### config.mk
export PLATFORM = sky130hd
export DESIGN_NAME = qracc_sram_bus_adapter
export DESIGN_NICKNAME = d
export VERILOG_FILES = /design/src/rtl/qracc_pkg.sv /design/src/rtl/qracc_row_packer.sv /design/src/rtl/qracc_sram_bus_adapter.sv
export SDC_FILE = /design/constraint.sdc
export NUM_CORES = 1
export LEC_CHECK = 0
export CORE_ASPECT_RATIO = 1.5
export CORE_MARGIN = 2
export CORE_UTILIZATION = 35
export CTS_CLUSTER_SIZE = 28
export DETAILED_ROUTE_END_ITERATION = 12
export PLACE_DENSITY = 0.59
export RECOVER_POWER = 50
export SLEW_MARGIN = 30
export SYNTH_ARGS = -nofsm -noshare
export SYNTH_HDL_FRONTEND = slang
export SYNTH_SLANG_ARGS = --single-unit
### constraint.sdc
create_clock -name clk -period 2.7 [get_ports clk]
set_clock_uncertainty 0.2 [all_clocks]
set_input_delay 0.54 -clock clk [delete_from_list [all_inputs] [get_ports clk]]
set_output_delay 0.54 -clock clk [all_outputs]
set_load 0.01 [all_outputs]
### src/rtl/qracc_pkg.sv
// Shared types for the QRAcc SRAM-side blocks.
// Latency: n/a. Backpressure: n/a.
// Holds the bus-adapter FSM encoding and a width helper.
package qracc_pkg;

    typedef enum logic [2:0] {
        S_IDLE,
        S_WR_REQ,
        S_RD_REQ,
        S_RD_WAIT,
        S_RESP
    } qracc_sram_adapter_state_t;

    // Word-index width; a single-word row still needs a 1-bit index.
    function automatic int widx_width(input int wpr);
        return (wpr > 1) ? $clog2(wpr) : 1;
    endfunction

endpackage

### src/rtl/qracc_row_packer.sv
// Gathers bus words into one SRAM row, tracking fill mask and pending row.
// Latency: word stored the cycle after wr_en; full/conflict are combinational on wr_en.
// Backpressure: none; the parent stops issuing wr_en while a full row is being flushed.
module qracc_row_packer
    import qracc_pkg::*;
#(
    parameter int BUS_WIDTH = 32,
    parameter int NUM_COLS  = 256,
    parameter int ROW_W     = 7,
    localparam int WPR      = NUM_COLS / BUS_WIDTH,
    localparam int WIDX_W   = widx_width(WPR)
) (
    input  logic                 clk,
    input  logic                 nrst,
    input  logic                 wr_en,
    input  logic [WIDX_W-1:0]    widx,
    input  logic [ROW_W-1:0]     row,
    input  logic [BUS_WIDTH-1:0] data,
    output logic [NUM_COLS-1:0]  row_data,
    output logic [ROW_W-1:0]     pend_row,
    output logic                 full,
    output logic                 conflict
);

    logic [WPR-1:0] mask;
    logic [WPR-1:0] mask_base;
    logic [WPR-1:0] mask_set;

    always_comb begin
        conflict  = wr_en && (mask != '0) && (row != pend_row);
        // A write to a different row throws away the partial row gathered so far.
        mask_base = conflict ? '0 : mask;
        mask_set  = mask_base | (WPR'(1) << widx);
        full      = wr_en && (mask_set == {WPR{1'b1}});
    end

    always_ff @(posedge clk or negedge nrst) begin
        if (!nrst) begin
            row_data <= '0;
            mask     <= '0;
            pend_row <= '0;
        end else if (wr_en) begin
            row_data[int'(widx)*BUS_WIDTH +: BUS_WIDTH] <= data;
            mask     <= full ? '0 : mask_set;
            pend_row <= row;
        end
    end

endmodule

### src/rtl/qracc_sram_bus_adapter.sv
// Bridges the word-addressed bus onto the row-wide CIM SRAM port with write packing and a 1-row read cache.
// Latency: read hit 1 cycle after accept, miss SRAM latency + 2; writes flush one cycle after the row fills.
// Backpressure: bus_ready_o only in IDLE (one request outstanding); SRAM requests held until sram_rq_ready_i.
module qracc_sram_bus_adapter
    import qracc_pkg::*;
#(
    parameter int BUS_WIDTH  = 32,
    parameter int NUM_ROWS   = 128,
    parameter int NUM_COLS   = 256,
    parameter int ADDR_WIDTH = 32,
    localparam int WPR       = NUM_COLS / BUS_WIDTH,
    localparam int WIDX_W    = widx_width(WPR),
    localparam int ROW_W     = $clog2(NUM_ROWS)
) (
    input  logic                  clk,
    input  logic                  nrst,
    input  logic                  bus_valid_i,
    output logic                  bus_ready_o,
    input  logic                  bus_wen_i,
    input  logic [ADDR_WIDTH-1:0] bus_addr_i,
    input  logic [BUS_WIDTH-1:0]  bus_data_i,
    output logic [BUS_WIDTH-1:0]  bus_rdata_o,
    output logic                  bus_rdata_valid_o,
    output logic                  sram_rq_valid_o,
    output logic                  sram_rq_wr_o,
    input  logic                  sram_rq_ready_i,
    output logic [ROW_W-1:0]      sram_addr_o,
    output logic [NUM_COLS-1:0]   sram_wr_data_o,
    input  logic                  sram_rd_valid_i,
    input  logic [NUM_COLS-1:0]   sram_rd_data_i,
    output logic                  err_o,
    input  logic                  err_clr_i
);

    qracc_sram_adapter_state_t state, state_nxt;

    logic                 run;
    logic [WIDX_W-1:0]    a_widx;
    logic [ROW_W-1:0]     a_row;
    logic                 a_oor;
    logic                 accept;
    logic                 wr_acc;
    logic                 rd_acc;
    logic                 hit;
    logic                 err_set;
    logic                 pk_full;
    logic                 pk_conflict;
    logic [ROW_W-1:0]     pend_row;
    logic [ROW_W-1:0]     req_row;
    logic [WIDX_W-1:0]    req_widx;
    logic                 cache_vld;
    logic [ROW_W-1:0]     cache_tag;
    logic [NUM_COLS-1:0]  cache_row;

    assign a_widx = bus_addr_i[WIDX_W-1:0];
    assign a_row  = bus_addr_i[WIDX_W +: ROW_W];
    // Bits above {row, widx}, or a row/word index past the array edge, are out of range.
    assign a_oor  = ((bus_addr_i >> (WIDX_W + ROW_W)) != '0)
                 || (int'(a_row) >= NUM_ROWS)
                 || (int'(a_widx) >= WPR);

    assign bus_ready_o = run && (state == S_IDLE);
    assign accept      = bus_valid_i && bus_ready_o;
    assign wr_acc      = accept && bus_wen_i && !a_oor;
    assign rd_acc      = accept && !bus_wen_i;
    assign hit         = cache_vld && (cache_tag == a_row);

    qracc_row_packer #(
        .BUS_WIDTH (BUS_WIDTH),
        .NUM_COLS  (NUM_COLS),
        .ROW_W     (ROW_W)
    ) u_packer (
        .clk       (clk),
        .nrst      (nrst),
        .wr_en     (wr_acc),
        .widx      (a_widx),
        .row       (a_row),
        .data      (bus_data_i),
        .row_data  (sram_wr_data_o),
        .pend_row  (pend_row),
        .full      (pk_full),
        .conflict  (pk_conflict)
    );

    always_comb begin
        state_nxt         = state;
        err_set           = 1'b0;
        sram_rq_valid_o   = 1'b0;
        sram_rq_wr_o      = 1'b0;
        sram_addr_o       = '0;
        bus_rdata_valid_o = 1'b0;
        case (state)
            S_IDLE: begin
                if (accept) begin
                    if (a_oor) begin
                        err_set = 1'b1;
                        if (!bus_wen_i) state_nxt = S_RESP;
                    end else if (bus_wen_i) begin
                        err_set = pk_conflict;
                        if (pk_full) state_nxt = S_WR_REQ;
                    end else begin
                        state_nxt = hit ? S_RESP : S_RD_REQ;
                    end
                end
            end
            S_WR_REQ: begin
                sram_rq_valid_o = 1'b1;
                sram_rq_wr_o    = 1'b1;
                sram_addr_o     = pend_row;
                if (sram_rq_ready_i) state_nxt = S_IDLE;
            end
            S_RD_REQ: begin
                sram_rq_valid_o = 1'b1;
                sram_addr_o     = req_row;
                if (sram_rq_ready_i) state_nxt = S_RD_WAIT;
            end
            S_RD_WAIT: begin
                if (sram_rd_valid_i) state_nxt = S_RESP;
            end
            S_RESP: begin
                bus_rdata_valid_o = 1'b1;
                state_nxt         = S_IDLE;
            end
            default: state_nxt = S_IDLE;
        endcase
        if (sram_rd_valid_i && (state != S_RD_WAIT)) err_set = 1'b1;
    end

    always_ff @(posedge clk or negedge nrst) begin
        if (!nrst) begin
            state       <= S_IDLE;
            run         <= 1'b0;
            err_o       <= 1'b0;
            req_row     <= '0;
            req_widx    <= '0;
            cache_vld   <= 1'b0;
            cache_tag   <= '0;
            cache_row   <= '0;
            bus_rdata_o <= '0;
        end else begin
            state <= state_nxt;
            run   <= 1'b1;
            if (err_set) err_o <= 1'b1;
            else if (err_clr_i) err_o <= 1'b0;

            if (rd_acc) begin
                req_row  <= a_row;
                req_widx <= a_widx;
                if (a_oor) bus_rdata_o <= '0;
                else if (hit) bus_rdata_o <= cache_row[int'(a_widx)*BUS_WIDTH +: BUS_WIDTH];
            end

            if ((state == S_RD_WAIT) && sram_rd_valid_i) begin
                cache_row   <= sram_rd_data_i;
                cache_tag   <= req_row;
                cache_vld   <= 1'b1;
                bus_rdata_o <= sram_rd_data_i[int'(req_widx)*BUS_WIDTH +: BUS_WIDTH];
            end

            // A flushed row that matches the cached one makes the cache stale.
            if ((state == S_WR_REQ) && sram_rq_ready_i && (cache_tag == pend_row))
                cache_vld <= 1'b0;
        end
    end

endmodule

==> results of run 1 <==
[registers in the layout (all words and copies together) (netlist names)]
signal             count
u_packer.mask          8
u_packer.pend_row      7
req_widx               3
state                  3
cache_row            256
cache_vld              1
err_o                  1
run                    1
cache_tag              7
req_row                7
bus_rdata_o           32
u_packer.row_data    256
[stage by stage]
stage,area [sq um],std cells,hold slack [ns],utilization (%),total power [mW]
after global routing,37100,4123,0.234,49.4,27.8
final,37100,4125,0.245,49.4,26.5
after global placement,35100,4006,0.250,46.7,17.9
after CTS,37100,4118,0.202,49.4,26.8
after floorplan,26800,2399,0.0444,-,15.4
after detailed placement,35100,4006,0.256,46.7,18.2
[cell usage in the layout, fill, tap and decap left out, types with 5 or more instances in the layout]
cell / count
o21ai_0: 46
clkbuf_1: 17
buf_6: 8
buf_2: 6
a21oi_1: 6
a22o_2: 6
mux2i_1: 64
dlygate4sd2_1: 6
clkbuf_16: 61
mux2_2: 162
mux2_1: 8
nor4_1: 7
dfrtp_1: 577
bufinv_16: 6
a22oi_2: 7
clkdlybuf4s50_1: 612
clkinv_2: 6
mux4_2: 128
xor2_1: 7
a32o_1: 5
buf_4: 96
clkbuf_8: 12
o22ai_1: 33
buf_12: 31
clkbuf_2: 7
nand3_1: 37
xnor2_1: 14
nand2_1: 1016
nor2_1: 16
mux2_4: 31
[how the worst max path moves through the flow]
stage                     slack (ns)  cells past startpoint                    end
after floorplan                -0.15                     13       u_packer.mask[0]
after global placement         -0.59                      8  u_packer.row_data[41]
after detailed placement       -0.59                      8  u_packer.row_data[63]
after CTS                      -0.01                      6         sram_addr_o[2]
after global routing           -0.03                      3         cache_row[160]
final                           0.01                      6         sram_addr_o[2]
[power breakdown]
group / switching, mW / internal [mW]
Combinational: 3.12 / 3.53
Sequential: 1.07 / 10.3
Clock: 3.54 / 4.92
[what timing repair did]
item / in CTS / in global routing
buffers inserted: 7 / 1
pin swaps: 5 / 5
cloned: 0 / 2
endpoints found under the hold margin: 36 / 0
resized for setup: 38 / 8
endpoints found under the setup margin: 11 / 85
hold buffers: 1 / 0
[logic make-up (layout without fill, tap and decap cells)]
kind of cell	after synthesis	after routing	synth area share (%)
multiplexers	393	393	22.2
flip-flops	582	582	54.7
other	1	5	0.0141
AO/OA/AOI/OAI	118	118	2.89
adder cells (fa/ha/maj)	6	6	0.282
XOR/XNOR	21	21	0.691
buffers and inverters	160	882	2.61
AND/OR/NAND/NOR	1118	1118	16.7
[critical path, cell delays in order (launching register included)]
cell     delay, ns
dfrtp_2       0.44
nor2b_1       0.14
buf_4         0.16
buf_4         0.13
a22oi_2       0.24
nor2_1        0.06
buf_2         0.14
[layer usage]
layer  part of all wire (%)  wire (um)
met5                   0.23        212
met4                    3.6       3350
met3                    9.0       8320
met2                     49      45100
met1                     38      35000
[area by class of cell]
cell class	count	area (sq um)	area share [%]
Timing Repair Buffer	773	7770	20.9
Inverter	5	21.3	0.0573
Tap cell	1000	1250	3.37
Clock buffer	86	1700	4.57
Multi-Input combinational cell	1657	11500	31.1
Antenna cell	4	10.0	0.0270
Sequential cell	582	14600	39.3
Clock inverter	18	270	0.728
==> flow_metrics.py, run 1 <==
metrics = {
    "drt": {
        "vias": 21100,
        "drtIter0Drc": 1329,
        "ant_nets": 0,
        "dr.pass1.iters": 5,
        "drc": 0,
        "wirelength_mm": 92.0,
        "routedWlPerCell_um": 22.3,
        "vias_per_cell": 5.12,
    },
    "yosys": {
        "ys_types": 60,
        "synthesis.nets": 2732,
        "netlist_instances": 2399,
        "synth_top_cell_by_area": "dfrtp_1",
        "synth_edf_count": 0,
        "synthArstFlopShare_pct": 100,
        "synth_area_leaders": "dfrtp_1, nand2_1, mux4_2, mux2_2, mux2i_1",
        "synth_most_common_cell": "nand2_1",
        "synth.cell_area_sq_um": 26600,
        "synth_common_cells": "nand2_1, dfrtp_1, mux2_2",
        "synth_flop_cell": "dfrtp_1",
        "ys_warn_count": 0,
        "yosysSeqAreaShare_pct": 54.7,
        "yosysTopAreaCellShare_pct": 54.7,
        "avgSynthCellArea_sq_um": 11.1,
        "ys_ff_latch": 582,
    },
    "sta": {
        "drv_slew": 51,
        "layout_min_cycle_time_ns": 2.69,
        "finalCritPeriodShare_pct": 99.6,
        "max_freq_mhz": 372,
        "setup_violations": 0,
        "hold_viol_final": 0,
        "worst_pin_slew_ns": 1.80,
        "rsz0062_at_grt": "yes",
        "postLayoutSetupSlackWorst_ns": 0.00983,
        "maxSlewHeadroom_pct": -19.7,
        "setup-tns-final_ns": 0,
    },
    "power_and_ir_drop": {
        "power_density_nw_per_um2": 712,
        "leakage_nw": 17.8,
        "vdd_ir_drop_max_uv": 600,
    },
    "clock_tree": {
        "cts_sinks": 582,
        "cts_buffers": 58,
        "clkLatencyLatePin_ns": 0.63,
        "htreeDepth": 2,
        "root_buffer": "clkbuf_16",
        "clk_transition_reported_paths_ns": 0.06,
        "cts_buffer_depth": 3,
        "cts_tree": "yes",
    },
    "final_layout": {
        "syn_to_final_growth_pct": 39.4,
        "fillCellCount": 6870,
        "drive_gt1_share_pct": 19.7,
        "nNetsFinal": 3410,
    },
    "placed_design": {
        "hpwl_mm": 67.8,
        "place.gp.congestion": 0.880,
        "pre_cts_ws_ns": -0.595,
        "portBuffers": 626,
    },
    "global_routing": {
        "grt_overflow": 0,
        "grt_pass1_vias": 22200,
        "grt_max_degree": 80,
        "grt_use_met2_pct": 39.9,
        "grt_pass1_wl_mm": 138,
        "busiest_layer": "met2",
        "grt_util_met3_pct": 7.43,
        "use_met1_pct": 27.2,
        "antenna_found_initial": 21,
        "globalRouteTotalUtil_pct": 23.1,
    },
    "floorplan": {
        "io_pins": 627,
        "start_util_pct": 35.5,
        "die_area_sq_um": 78400,
        "rows": 123,
        "die_y_um": 342,
        "coreArea_sq_um": 75100,
        "die_w_um": 229,
    },
    "hold_path": {
        "hold_depth": 4,
        "hold_path_class": "in2reg",
        "min-delay-start": "bus_addr_i[0]",
        "whs_endpoint": "u_packer.row_data[60]",
    },
    "worst_setup_path": {
        "crit_type": "reg2out",
        "reg2reg_depth": 10,
        "worstSetupStartpoint": "state[0]",
        "cp-end-kind": "output port",
        "crit_fanout": 6,
        "cp.required_ns": 1.96,
        "crit_arrival_ns": 1.95,
        "crit_path_start_kind": "flip-flop",
        "rr_startpoint": "state[0]",
        "r2r_end": "u_packer.row_data[28]",
        "r2r_slack_ns": 0.06,
    },
    "run": {
        "maxCapViolCount": 1,
    },
    "status": {
        "status": "complete, but fails checks",
        "failed_checks": "max-capacitance violations, max-slew violations",
    },
}
Note: power is estimated with default switching activity, not from simulation.
==> run 2: changes to the inputs <==
- CORE_ASPECT_RATIO: 1.5 -> unset
- CORE_UTILIZATION: 35 -> 46
- CTS_CLUSTER_DIAMETER: unset -> 50
- GPL_ROUTABILITY_DRIVEN: unset -> 0
- PLACE_DENSITY: 0.59 -> 0.75
==> run 2 against run 1 <==
Compared with the run above: the run still ends with max-capacitance violations, max-slew violations left; via count rose by 2.0%; non-clock buffer count is 14 lower; highest routed layer unchanged; utilization is 15 points higher; register-to-register slack better by 0.03 ns; design area down 0.80%; sequential power about the same; critical endpoint is now bus_ready_o.
==> flow_metrics.py, run 2 (synthesis gave the netlist of run 1 again) <==
metrics = {
    "power_and_ir_drop": {
        "comb_power_share_pct": 25.5,
        "finalPower_mw": 26.1,
        "vdd_ir_drop_max_uv": 634,
        "swShare_pct": 31.2,
        "power_density_nw_per_um2": 709,
        "switchingPower_mw": 8.15,
        "seq_power_share_pct": 43.0,
        "p_int_mw": 18.0,
        "pwr-share-clk_pct": 31.5,
        "leakage_nw": 17.7,
    },
    "global_routing": {
        "grt_max_degree": 74,
        "antenna_found_initial": 12,
        "globalRouteTotalUtil_pct": 29.3,
        "grt_overflow": 0,
        "grt_pass1_vias": 22100,
        "grt_pass1_wl_mm": 133,
    },
    "clock_tree": {
        "cts_tree": "yes",
        "cts_buffer_depth": 3,
        "htreeDepth": 2,
        "cts_sinks": 582,
        "root_buffer": "clkbuf_16",
        "cts_buffers": 56,
        "clk_transition_reported_paths_ns": 0.07,
        "clkLatencyLatePin_ns": 0.62,
    },
    "sta": {
        "finalCritPeriodShare_pct": 97.4,
        "setup_violations": 0,
        "hold_viol_final": 0,
        "maxSlewHeadroom_pct": -22.7,
        "layout_min_cycle_time_ns": 2.63,
        "max_freq_mhz": 380,
        "worst_pin_slew_ns": 1.84,
        "postLayoutSetupSlackWorst_ns": 0.0707,
        "rsz0062_at_grt": "no",
        "drv_slew": 49,
    },
    "floorplan": {
        "start_util_pct": 46.3,
        "die_w_um": 245,
        "rows": 88,
        "die_area_sq_um": 59800,
        "io_pins": 627,
        "die_y_um": 245,
        "coreArea_sq_um": 57500,
    },
    "worst_setup_path": {
        "cp-end-kind": "output port",
        "cp.required_ns": 1.96,
        "crit_type": "reg2out",
        "cp_slowest_stage_delay_ns": 0.44,
        "crit_slowest_cell": "dfrtp_2",
        "crit_path_start_kind": "flip-flop",
        "crit_arrival_ns": 1.89,
        "crit_chain": "buf_4, nor3_2, and2_1, clkdlybuf4s15_1",
        "crit_fanout": 6,
    },
    "drt": {
        "drtIter0Drc": 1670,
        "dr.pass1.iters": 5,
        "ant_nets": 0,
        "wirelength_mm": 89.0,
        "routedWlPerCell_um": 23.0,
        "vias_per_cell": 5.55,
        "drc": 0,
        "vias": 21500,
    },
    "final_layout": {
        "seq_area_sq_um": 14600,
        "layout.cells.most_common": "nand2_1",
        "syn_to_final_growth_pct": 38.3,
        "final_util_pct": 64.1,
        "fillCellCount": 4381,
        "drive_gt1_share_pct": 19.6,
        "nNetsFinal": 3394,
        "final_cell_mix": "nand2_1, clkdlybuf4s50_1, dfrtp_1",
        "largest_registers": "cache_row (256), u_packer.row_data (256), bus_rdata_o (32)",
        "multi_input_area_sq_um": 11500,
    },
    "placed_design": {
        "portBuffers": 626,
        "hpwl_mm": 64.4,
        "pre_cts_ws_ns": -0.709,
    },
    "status": {
        "status": "complete, but fails checks",
        "failed_checks": "max-capacitance violations, max-slew violations",
    },
    "run": {
        "maxCapViolCount": 1,
    },
    "hold_path": {
        "hold_path_class": "in2reg",
    },
}
run 2: cell count changes in the layout (fill, tap and decap cells not counted), moves of 5 or more:
| cell | before | now |
|---|---|---|
| clkinv_4 | 0 | 5 |
| clkbuf_8 | 12 | 5 |
| inv_6 | 2 | 10 |
| clkinv_8 | 0 | 10 |
| buf_4 | 96 | 71 |
| clkinv_2 | 6 | 1 |
| bufinv_16 | 6 | 0 |
| buf_12 | 31 | 41 |
| clkbuf_1 | 17 | 9 |
| inv_8 | 0 | 7 |
run 2: per-stage QoR:
stage | cell area [sq um] | hold slack (ns) | TNS [ns] | std cells
after global placement | 34700 | 0.252 | -147.41 | 3757
after floorplan | 26800 | 0.0444 | -0.455 | 2399
after detailed placement | 34700 | 0.259 | -148.88 | 3757
final | 36800 | 0.215 | 0 | 3876
after global routing | 36800 | 0.227 | 0 | 3875
after CTS | 36800 | 0.206 | 0 | 3866
run 2: power by group through the flow:
stage               combinational [mW]  sequential (mW)  clock, mW
floorplan                         4.36             11.0          0
global placement                  6.46             11.2          0
detailed placement                6.66             11.4          0
CTS                               6.73             11.2       8.35
global route                      7.27             11.4       8.71
finish                            6.66             11.2       8.21
run 2: worst max-delay path, delay by kind of cell, from the launching register on:
family                 cells  cell delay, ns
and+or+nand+nor            2            0.41
buffers and inverters      2            0.44
DFF                        1            0.44
run 2: repair_timing:
action,CTS,global route
pin swaps,2,6
hold buffers,1,0
setup endpoints to repair,47,58
endpoints found under the hold margin,42,0
resized for setup,32,21
gates cloned,0,3
buffers inserted,3,4
run 2: routing by layer:
layer  routed length [um]  share of wire (%)  track usage [%]
met5                   96               0.11                0
met4                 3610                4.1             10.7
met3                 6440                7.2             5.50
met2                45400                 51             51.1
met1                33400                 38             36.4
run 2: final timing paths:
check                                       from                      to  slack, ns  cells past startpoint
setup / recovery                        state[1]             bus_ready_o       0.07                      4
hold / removal                     bus_addr_i[0]   u_packer.row_data[57]       0.22                      4
setup reg to reg                        state[1]   u_packer.row_data[75]       0.09                     10
hold reg to reg            u_packer.row_data[62]   u_packer.row_data[62]       0.27                      2
max in group asynchronous                   nrst             req_widx[1]       0.26                      3
min in group asynchronous                   nrst  u_packer.row_data[223]       0.77                      2
run 2: final cells by class:
cell class              instances  area share [%]
multi-input cells            1657            31.3
diodes                          3          0.0204
inverters                       5          0.0577
well taps                     765            2.60
clock inverters                42            1.30
repair buffers                759            21.2
clock buffers                  63            4.01
flip-flops and latches        582            39.6
